==> src/rtl/alu_rr_scheduler.sv <==
// alu_rr_scheduler: shares one registered-output ALU among NREQ requesters.
// Latency: accept at T, rsp_valid at T+LAT+1, next accept no earlier than T+LAT+2.
// Backpressure: req_ready is low outside IDLE, so a requester holds req_valid until it is granted.
//
// Ports:
//   clk, reset          posedge clock, synchronous active-high reset
//   req_valid/a/b/op    packed per-requester request (requester i at [i*W +: W])
//   req_ready           one-hot combinational grant, asserted only in IDLE
//   alu_a/b/op          registered operands/opcode driven into the ALU
//   alu_result/flags    registered ALU outputs, sampled LAT cycles after load
//   rsp_valid           one-hot, one-cycle response strobe to the granted requester
//   rsp_result/flags    captured result, meaningful while rsp_valid is high
//   busy                high whenever an operation is in flight
//
// Build option: define ALU_FIXED_PRIO_EN to grant the lowest asserted index
// instead of round-robin (the rotation pointer is then removed).
module alu_rr_scheduler #(
  parameter int WIDTH = 4,
  parameter int NREQ  = 4,
  parameter int OPW   = 4,
  parameter int LAT   = 1
) (
  input  logic              clk,
  input  logic              reset,
  input  logic [NREQ-1:0]   req_valid,
  input  logic [NREQ*WIDTH-1:0] req_a,
  input  logic [NREQ*WIDTH-1:0] req_b,
  input  logic [NREQ*OPW-1:0]   req_op,
  output logic [NREQ-1:0]   req_ready,
  output logic [WIDTH-1:0]  alu_a,
  output logic [WIDTH-1:0]  alu_b,
  output logic [OPW-1:0]    alu_op,
  input  logic [WIDTH-1:0]  alu_result,
  input  logic              alu_cout,
  input  logic              alu_negative,
  input  logic              alu_zero,
  output logic [NREQ-1:0]   rsp_valid,
  output logic [WIDTH-1:0]  rsp_result,
  output logic              rsp_cout,
  output logic              rsp_negative,
  output logic              rsp_zero,
  output logic              busy
);

  localparam int IW = (NREQ > 1) ? $clog2(NREQ) : 1;
  localparam int CW = $clog2(LAT + 1);

  typedef enum logic [1:0] {
    S_IDLE = 2'd0,
    S_WAIT = 2'd1,
    S_RESP = 2'd2
  } state_t;

  state_t            r_state;
  state_t            w_next;
  logic [IW-1:0]     r_gnt;
  logic [CW-1:0]     r_cnt;
  logic [WIDTH-1:0]  r_alu_a;
  logic [WIDTH-1:0]  r_alu_b;
  logic [OPW-1:0]    r_alu_op;
  logic [WIDTH-1:0]  r_rsp_result;
  logic              r_rsp_cout;
  logic              r_rsp_negative;
  logic              r_rsp_zero;

  logic              w_gnt_found;
  logic [IW-1:0]     w_gnt_idx;
  logic [IW:0]       w_scan;
  logic [NREQ-1:0]   w_gnt_oh;
  logic [NREQ-1:0]   w_rsp_oh;
  logic [WIDTH-1:0]  w_sel_a;
  logic [WIDTH-1:0]  w_sel_b;
  logic [OPW-1:0]    w_sel_op;

`ifndef ALU_FIXED_PRIO_EN
  logic [IW-1:0]     r_ptr;
`endif

  // Grant search. Iterating from the far end down means the last hit
  // written is the one closest to the scan start, i.e. highest priority.
  always_comb begin
    w_gnt_found = 1'b0;
    w_gnt_idx   = '0;
    w_scan      = '0;
    for (int k = NREQ - 1; k >= 0; k--) begin
`ifdef ALU_FIXED_PRIO_EN
      w_scan = (IW+1)'(k);
`else
      // Offset from the pointer, wrapped back into 0..NREQ-1.
      w_scan = {1'b0, r_ptr} + (IW+1)'(k);
      if (w_scan >= (IW+1)'(NREQ)) begin
        w_scan = w_scan - (IW+1)'(NREQ);
      end
`endif
      if (req_valid[w_scan]) begin
        w_gnt_found = 1'b1;
        w_gnt_idx   = w_scan[IW-1:0];
      end
    end
  end

  always_comb begin
    w_gnt_oh = '0;
    if (w_gnt_found) begin
      w_gnt_oh[w_gnt_idx] = 1'b1;
    end
    w_rsp_oh        = '0;
    w_rsp_oh[r_gnt] = 1'b1;
  end

  assign w_sel_a  = req_a[w_gnt_idx*WIDTH +: WIDTH];
  assign w_sel_b  = req_b[w_gnt_idx*WIDTH +: WIDTH];
  assign w_sel_op = req_op[w_gnt_idx*OPW +: OPW];

  // FSM state register.
  always_ff @(posedge clk) begin
    if (reset) begin
      r_state <= S_IDLE;
    end else begin
      r_state <= w_next;
    end
  end

  // FSM next state and control outputs. req_ready is masked during reset
  // so no handshake can be claimed while the block is being cleared.
  always_comb begin
    w_next    = r_state;
    req_ready = '0;
    rsp_valid = '0;
    busy      = 1'b1;
    case (r_state)
      S_IDLE: begin
        busy = 1'b0;
        if (!reset) begin
          req_ready = w_gnt_oh;
          if (w_gnt_found) begin
            w_next = S_WAIT;
          end
        end
      end
      S_WAIT: begin
        if (r_cnt == CW'(1)) begin
          w_next = S_RESP;
        end
      end
      S_RESP: begin
        rsp_valid = w_rsp_oh;
        w_next    = S_IDLE;
      end
      default: begin
        w_next = S_IDLE;
      end
    endcase
  end

  // Datapath: operand load on accept, result capture on the last WAIT cycle.
  always_ff @(posedge clk) begin
    if (reset) begin
      r_gnt          <= '0;
      r_cnt          <= '0;
      r_alu_a        <= '0;
      r_alu_b        <= '0;
      r_alu_op       <= '0;
      r_rsp_result   <= '0;
      r_rsp_cout     <= 1'b0;
      r_rsp_negative <= 1'b0;
      r_rsp_zero     <= 1'b0;
`ifndef ALU_FIXED_PRIO_EN
      r_ptr          <= '0;
`endif
    end else begin
      case (r_state)
        S_IDLE: begin
          if (w_gnt_found) begin
            r_alu_a  <= w_sel_a;
            r_alu_b  <= w_sel_b;
            r_alu_op <= w_sel_op;
            r_gnt    <= w_gnt_idx;
            r_cnt    <= CW'(LAT);
          end
        end
        S_WAIT: begin
          r_cnt <= r_cnt - CW'(1);
          if (r_cnt == CW'(1)) begin
            r_rsp_result   <= alu_result;
            r_rsp_cout     <= alu_cout;
            r_rsp_negative <= alu_negative;
            r_rsp_zero     <= alu_zero;
          end
        end
        S_RESP: begin
`ifndef ALU_FIXED_PRIO_EN
          // Rotate priority to the requester just after the one served.
          r_ptr <= (r_gnt == IW'(NREQ - 1)) ? '0 : r_gnt + IW'(1);
`endif
        end
        default: begin
        end
      endcase
    end
  end

  assign alu_a        = r_alu_a;
  assign alu_b        = r_alu_b;
  assign alu_op       = r_alu_op;
  assign rsp_result   = r_rsp_result;
  assign rsp_cout     = r_rsp_cout;
  assign rsp_negative = r_rsp_negative;
  assign rsp_zero     = r_rsp_zero;

endmodule

==> config.mk <==
export PLATFORM = sky130hd
export DESIGN_NAME = alu_rr_scheduler
export DESIGN_NICKNAME = d
export VERILOG_FILES = /design/src/rtl/alu_rr_scheduler.sv
export SDC_FILE = /design/constraint.sdc
export NUM_CORES = 1
export LEC_CHECK = 0
export ABC_AREA = 1
export CORE_ASPECT_RATIO = 0.75
export CORE_MARGIN = 1
export CORE_UTILIZATION = 44
export CTS_CLUSTER_DIAMETER = 150
export CTS_CLUSTER_SIZE = 12
export DETAILED_ROUTE_END_ITERATION = 6
export HOLD_SLACK_MARGIN = 0.03
export PLACE_DENSITY = 0.88
export SLEW_MARGIN = 5
export SYNTH_ARGS = -nofsm -noshare
export SYNTH_HDL_FRONTEND = slang
export SYNTH_SLANG_ARGS = --single-unit
==> constraint.sdc <==
create_clock -name clk -period 3.95 [get_ports clk]
set_input_delay 0.79 -clock clk [delete_from_list [all_inputs] [get_ports clk]]
set_output_delay 0.79 -clock clk [all_outputs]
set_load 0.01 [all_outputs]
After elaboration in Yosys (flattened, before gate mapping)
Cells that the tools add are included.

cells by class
  add/sub/neg operators = 9
  shifts and indexed selects = 3
  muxes and demuxes = 35
  reduce and logical (&&, ||, !) cells = 8
  magnitude comparators = 12
  eq/ne operators = 5

operators with widths
  cell                   count
  $shiftx A16 B5 Y4      3
  $mux W4                4
  $mux W2                7
  $lt A3 B3 Y1 const B   4
  $mux W1                12
  $mux W3                4
  $ge A3 B3 Y1 const B   3
  $sub A3 B3 Y3 const B  3
  $bmux W1 S2            4
  $reduce_and A2 Y1      4
  $add A2 B2 Y3 const B  2
  $lt A2 B3 Y1 const B   2
  $demux W1 S2           2
  $eq A2 B2 Y1 const B   2
  $ge A2 B1 Y1 const B   2
  $ne A2 B2 Y1 const B   2
  $pmux W2 S2            1
  $add A2 B1 Y3 const B  1
  $ge A2 B3 Y1 const B   1
  $sub A2 B3 Y3 const B  1
  $add A2 B1 Y2 const B  1
  $eq A2 B1 Y1 const B   1
  $logic_and A1 B1 Y1    2
  $logic_not A2 Y1       1
  other kinds (3)        3

word-level totals
  word-level logic and storage cells = 83
  input port bits = 61
  register bits after elaboration = 26

Longest topological paths before layout
  depth after elaboration = 16
  gate-level depth with buffers = 15
  depth with buffers taken out = 14

Least setup slack after synthesis
OpenSTA, ideal clock, no wires.

  kind = input port to output port
  from = input req_valid[3]
  to = output req_ready[1]
  stages = 9
  buffers on the path = 2
  data arrival time = 2072 ps
  path slack = 1088 ps
  cells stage by stage = inv_1 > o21ai_0 > nand2_1 > nand3_2 > nand3_2 > nand2_4 > buf_8 > buf_12 > nor3b_1

between the ends
  word-level cells in the longest chain between the ends = 13
  elaborated cells between the ends (all ways) = 24

RTL lines
  what                                                                RTL line  RTL
  from (decl)                                                         25        input logic [NREQ-1:0] req_valid,
  $bmux W1 S2                                                         95        if (req_valid[w_scan]) begin
  $mux W1 (not written as such)                                       95
  $mux W2 (4 in series)                                               95
  $lt A2 B3 Y1 (not written as such) or $ge A2 B1 Y1 (tied branches)  105       w_gnt_oh[w_gnt_idx] = 1'b1;
  $logic_and A1 B1 Y1 (not written as such)                           105
  $mux W1 (not written as such)                                       105
  $demux W1 S2                                                        105
  $mux W4 *                                                           104       if (w_gnt_found) begin
  $mux W4 *                                                           134       if (!reset) begin
  $mux W4 *                                                           131       case (r_state)
  to (decl)                                                           29        output logic [NREQ-1:0] req_ready,

Every way passes the cells marked *; elsewhere a longest branch is shown, timed or not. The select of a mux whose other input is x is not followed.

Worst setup path in the final report
  from = input req_valid[3]
  to = output req_ready[0]

Same word-level chain as after synthesis.

==> impl_metrics.toml <==
[run_status]
status = "completed"

[final_layout]
synthToLayoutAreaGrowth_pct = 52.6
diodes = 0
post-route-util_pct = 73.0
drive_above_1_share_pct = 7.77
finalNetCount = 452
n_fill_cell = 308

[min_path]
min_to = "rsp_result[2]"
min_from = "rsp_result[2]"
hp-class = "flop to flop"
holdPathStages = 2

[global_routing]
grt_overflow = 0
grt_antenna_before_repair = 0
grt_pass1_wl_um = 8940
grt_pass1_vias = 1949
track_usage_pct = 25.2
grt_max_degree = 28

[cts]
ctsResizeCount = 0
clkTransAtPathRegs_ns = 0.09
clock-root-buffer = "clkbuf_8"
clock_sinks = 26
cts_tree = "built"
cts_htree_levels = 1
clk_latency_ns = 0.27
max-clock-path-buffers = 2
cts_buffers = 3
post_cts_buffers = 0
ctsHoldBuffers = 0

[routing]
wl_per_cell_um = 12.2
dr_wl_met2_um = 2550
dr.first_iter.drc_count = 134
drc = 0
dr.pass1.iters = 4
num_vias = 2154
drt_wl_total_um = 5340
drt-met1-wl_um = 2330
ant_nets = 0
route.met3.wl_um = 425
viasPerCell = 4.92
top_layer = "met4"

[floorplanning]
rows = 19
die_w_um = 76.5
core_um2 = 3830
die_y_um = 57.9
initial_core_util_pct = 47.8
io_pins = 89
die_area_um2 = 4430

[critical_path]
crit_chain = "clkdlybuf4s50_1 -> inv_1 -> o21ai_0 -> nand2_1 -> nand3_2 -> nand2_2 -> nand2_4 -> nand2_4 -> nor3_1 -> clkdlybuf4s50_1"
rr_startpoint = "r_ptr[0]"
path_max_fanout = 10
cp_slowest_cell = "clkdlybuf4s50_1"
start_kind = "input pin"
critPathKind = "input pin to output port"
r2r_cells = 13
required_ns = 3.16
reg2reg_slack_ns = 1.54
cp.arrival_ns = 3.01
slowest_delay_ns = 0.61
worst_r2r_endpoint = "alu_a[1]"
cp-end-kind = "output port"

[synthesis]
yosysUniqueCellTypes = 25
synth_nets = 365
synth_top_cell_by_area = "dfxtp_1"
ys_ff_latch = 26
synth_area_per_cell_um2 = 6.10
netlist.area_leader.share_pct = 28.4
synthCells = 300
syn_area_um2 = 1830
synthTopCellsByArea = "dfxtp_1, nand2_1, nand3_1"
yosysSeqAreaShare_pct = 28.4
yosys_warnings = 0

[power]
p_per_area_nw_per_um2 = 369
leakage_nw = 1.31
vdd_drop_max_uv = 303

[timing]
tightestPinTransition_ns = 0.580
max_freq_mhz = 263
fin_setup_tns_ns = 0
setup_violations = 0
fin_crit_sh_pct = 96.2
rsz0062_at_grt = "no"
fin_worst_skew_ns = 0.00533
timing.final.hold_violations = 0
relSlewSlack_pct = 61.2
finalMaxSlewViolations = 0
period_minus_slack_ns = 3.80

[run]
max_cap_viol_count = 0

[placed_design]
port_buffers = 88
hpwl_um = 4040
globalplace.congestion = 0.826
-- area by class of cell --
class / count / area (um2) / share of cell area, %
clock inverters: 1 / 30.0 / 1.07
inverters: 44 / 165 / 5.91
multi-input cells: 216 / 1030 / 36.9
repair buffers: 96 / 941 / 33.7
well taps: 52 / 65.1 / 2.33
clock buffers: 3 / 41.3 / 1.48
flip-flops and latches: 26 / 520 / 18.6
-- worst max-delay path: cells and delay by family --
family | cells | cell delay, ns
compound gates | 1 | 0.29
buf+inv | 3 | 1.13
simple gates | 6 | 0.79
-- logic make-up (layout without fill, tap and decap cells) --
group,count (synthesis),after routing,share of synthesized area (%)
AO/OA/AOI/OAI,33,33,9.16
adder cells (fa/ha/maj),4,4,2.73
buffers and inverters,58,144,15.2
flip-flops,26,26,28.4
AND/OR/NAND/NOR,179,179,44.4
-- Yosys cell counts --
cell type / n
nand2_1: 84
inv_1: 41
nand3_1: 40
nor2_1: 36
dfxtp_1: 26
o21ai_0: 18
a21oi_1: 12
nand3_2: 8
nand2_2: 5
ha_1: 4
buf_2: 3
buf_6: 3
clkbuf_1: 3
buf_4: 2
inv_2: 2
nand2_4: 2
nor3_1: 2
o21ai_1: 2
a211oi_1: 1
buf_1: 1
buf_12: 1
buf_8: 1
clkinv_1: 1
nor2_4: 1
nor3b_1: 1
-- metrics by stage --
stage          worst slack [ns]  hold slack, ns  area, um2  power, mW  std cells
5_1_grt                 0.00400           0.482       2790       1.11        438
2_1_floorplan              1.09           0.486       1830      0.627        300
4_1_cts                   0.179           0.471       2790       1.04        438
6_report                  0.152           0.470       2790       1.03        438
3_3_place_gp              0.248           0.450       2720      0.800        434
3_5_place_dp              0.225           0.455       2720      0.814        434
-- how the worst max path moves through the flow --
stage | startpoint | to | slack [ns] | cells after the start
finish | req_valid[3] | req_ready[0] | 0.15 | 10
global route | req_valid[3] | req_ready[1] | 0.004 | 9
CTS | req_valid[3] | req_ready[0] | 0.18 | 10
detailed placement | req_valid[3] | req_ready[1] | 0.23 | 9
global placement | req_valid[3] | req_ready[2] | 0.25 | 10
floorplan | req_valid[3] | req_ready[1] | 1.09 | 9
-- metal layers --
metal  vias up  GRT usage (%)
met5         -              0
met4         0           2.47
li1       1105              -
met1       956           33.1
met2        89           44.0
met3         4           5.98
-- layout by cell type (no fill, tap or decap), drive strengths merged --
| cell | n |
|---|---|
| nand2 | 91 |
| clkdlybuf4s50 | 88 |
| nand3 | 48 |
| inv | 43 |
| nor2 | 37 |
| dfxtp | 26 |
| o21ai | 20 |
| a21oi | 12 |
| buf | 8 |
| ha | 4 |
| clkbuf | 3 |
| nor3 | 2 |
| clkinv | 1 |
| nor3b | 1 |
| a211oi | 1 |
| bufinv | 1 |
-- power by group --
part,internal (mW),switching [mW]
Sequential,0.306,0.0337
Combinational,0.221,0.252
Clock,0.136,0.0834
Total,0.663,0.369
-- sequential cells by signal (all words and copies together), names as in the netlist --
signal	count
r_ptr	2
alu_b	4
rsp_cout	1
r_gnt	2
r_cnt	1
alu_op	4
rsp_result	4
alu_a	4
r_state	2
rsp_negative	1
rsp_zero	1
No activity file was read; power rests on OpenSTA's default activity.
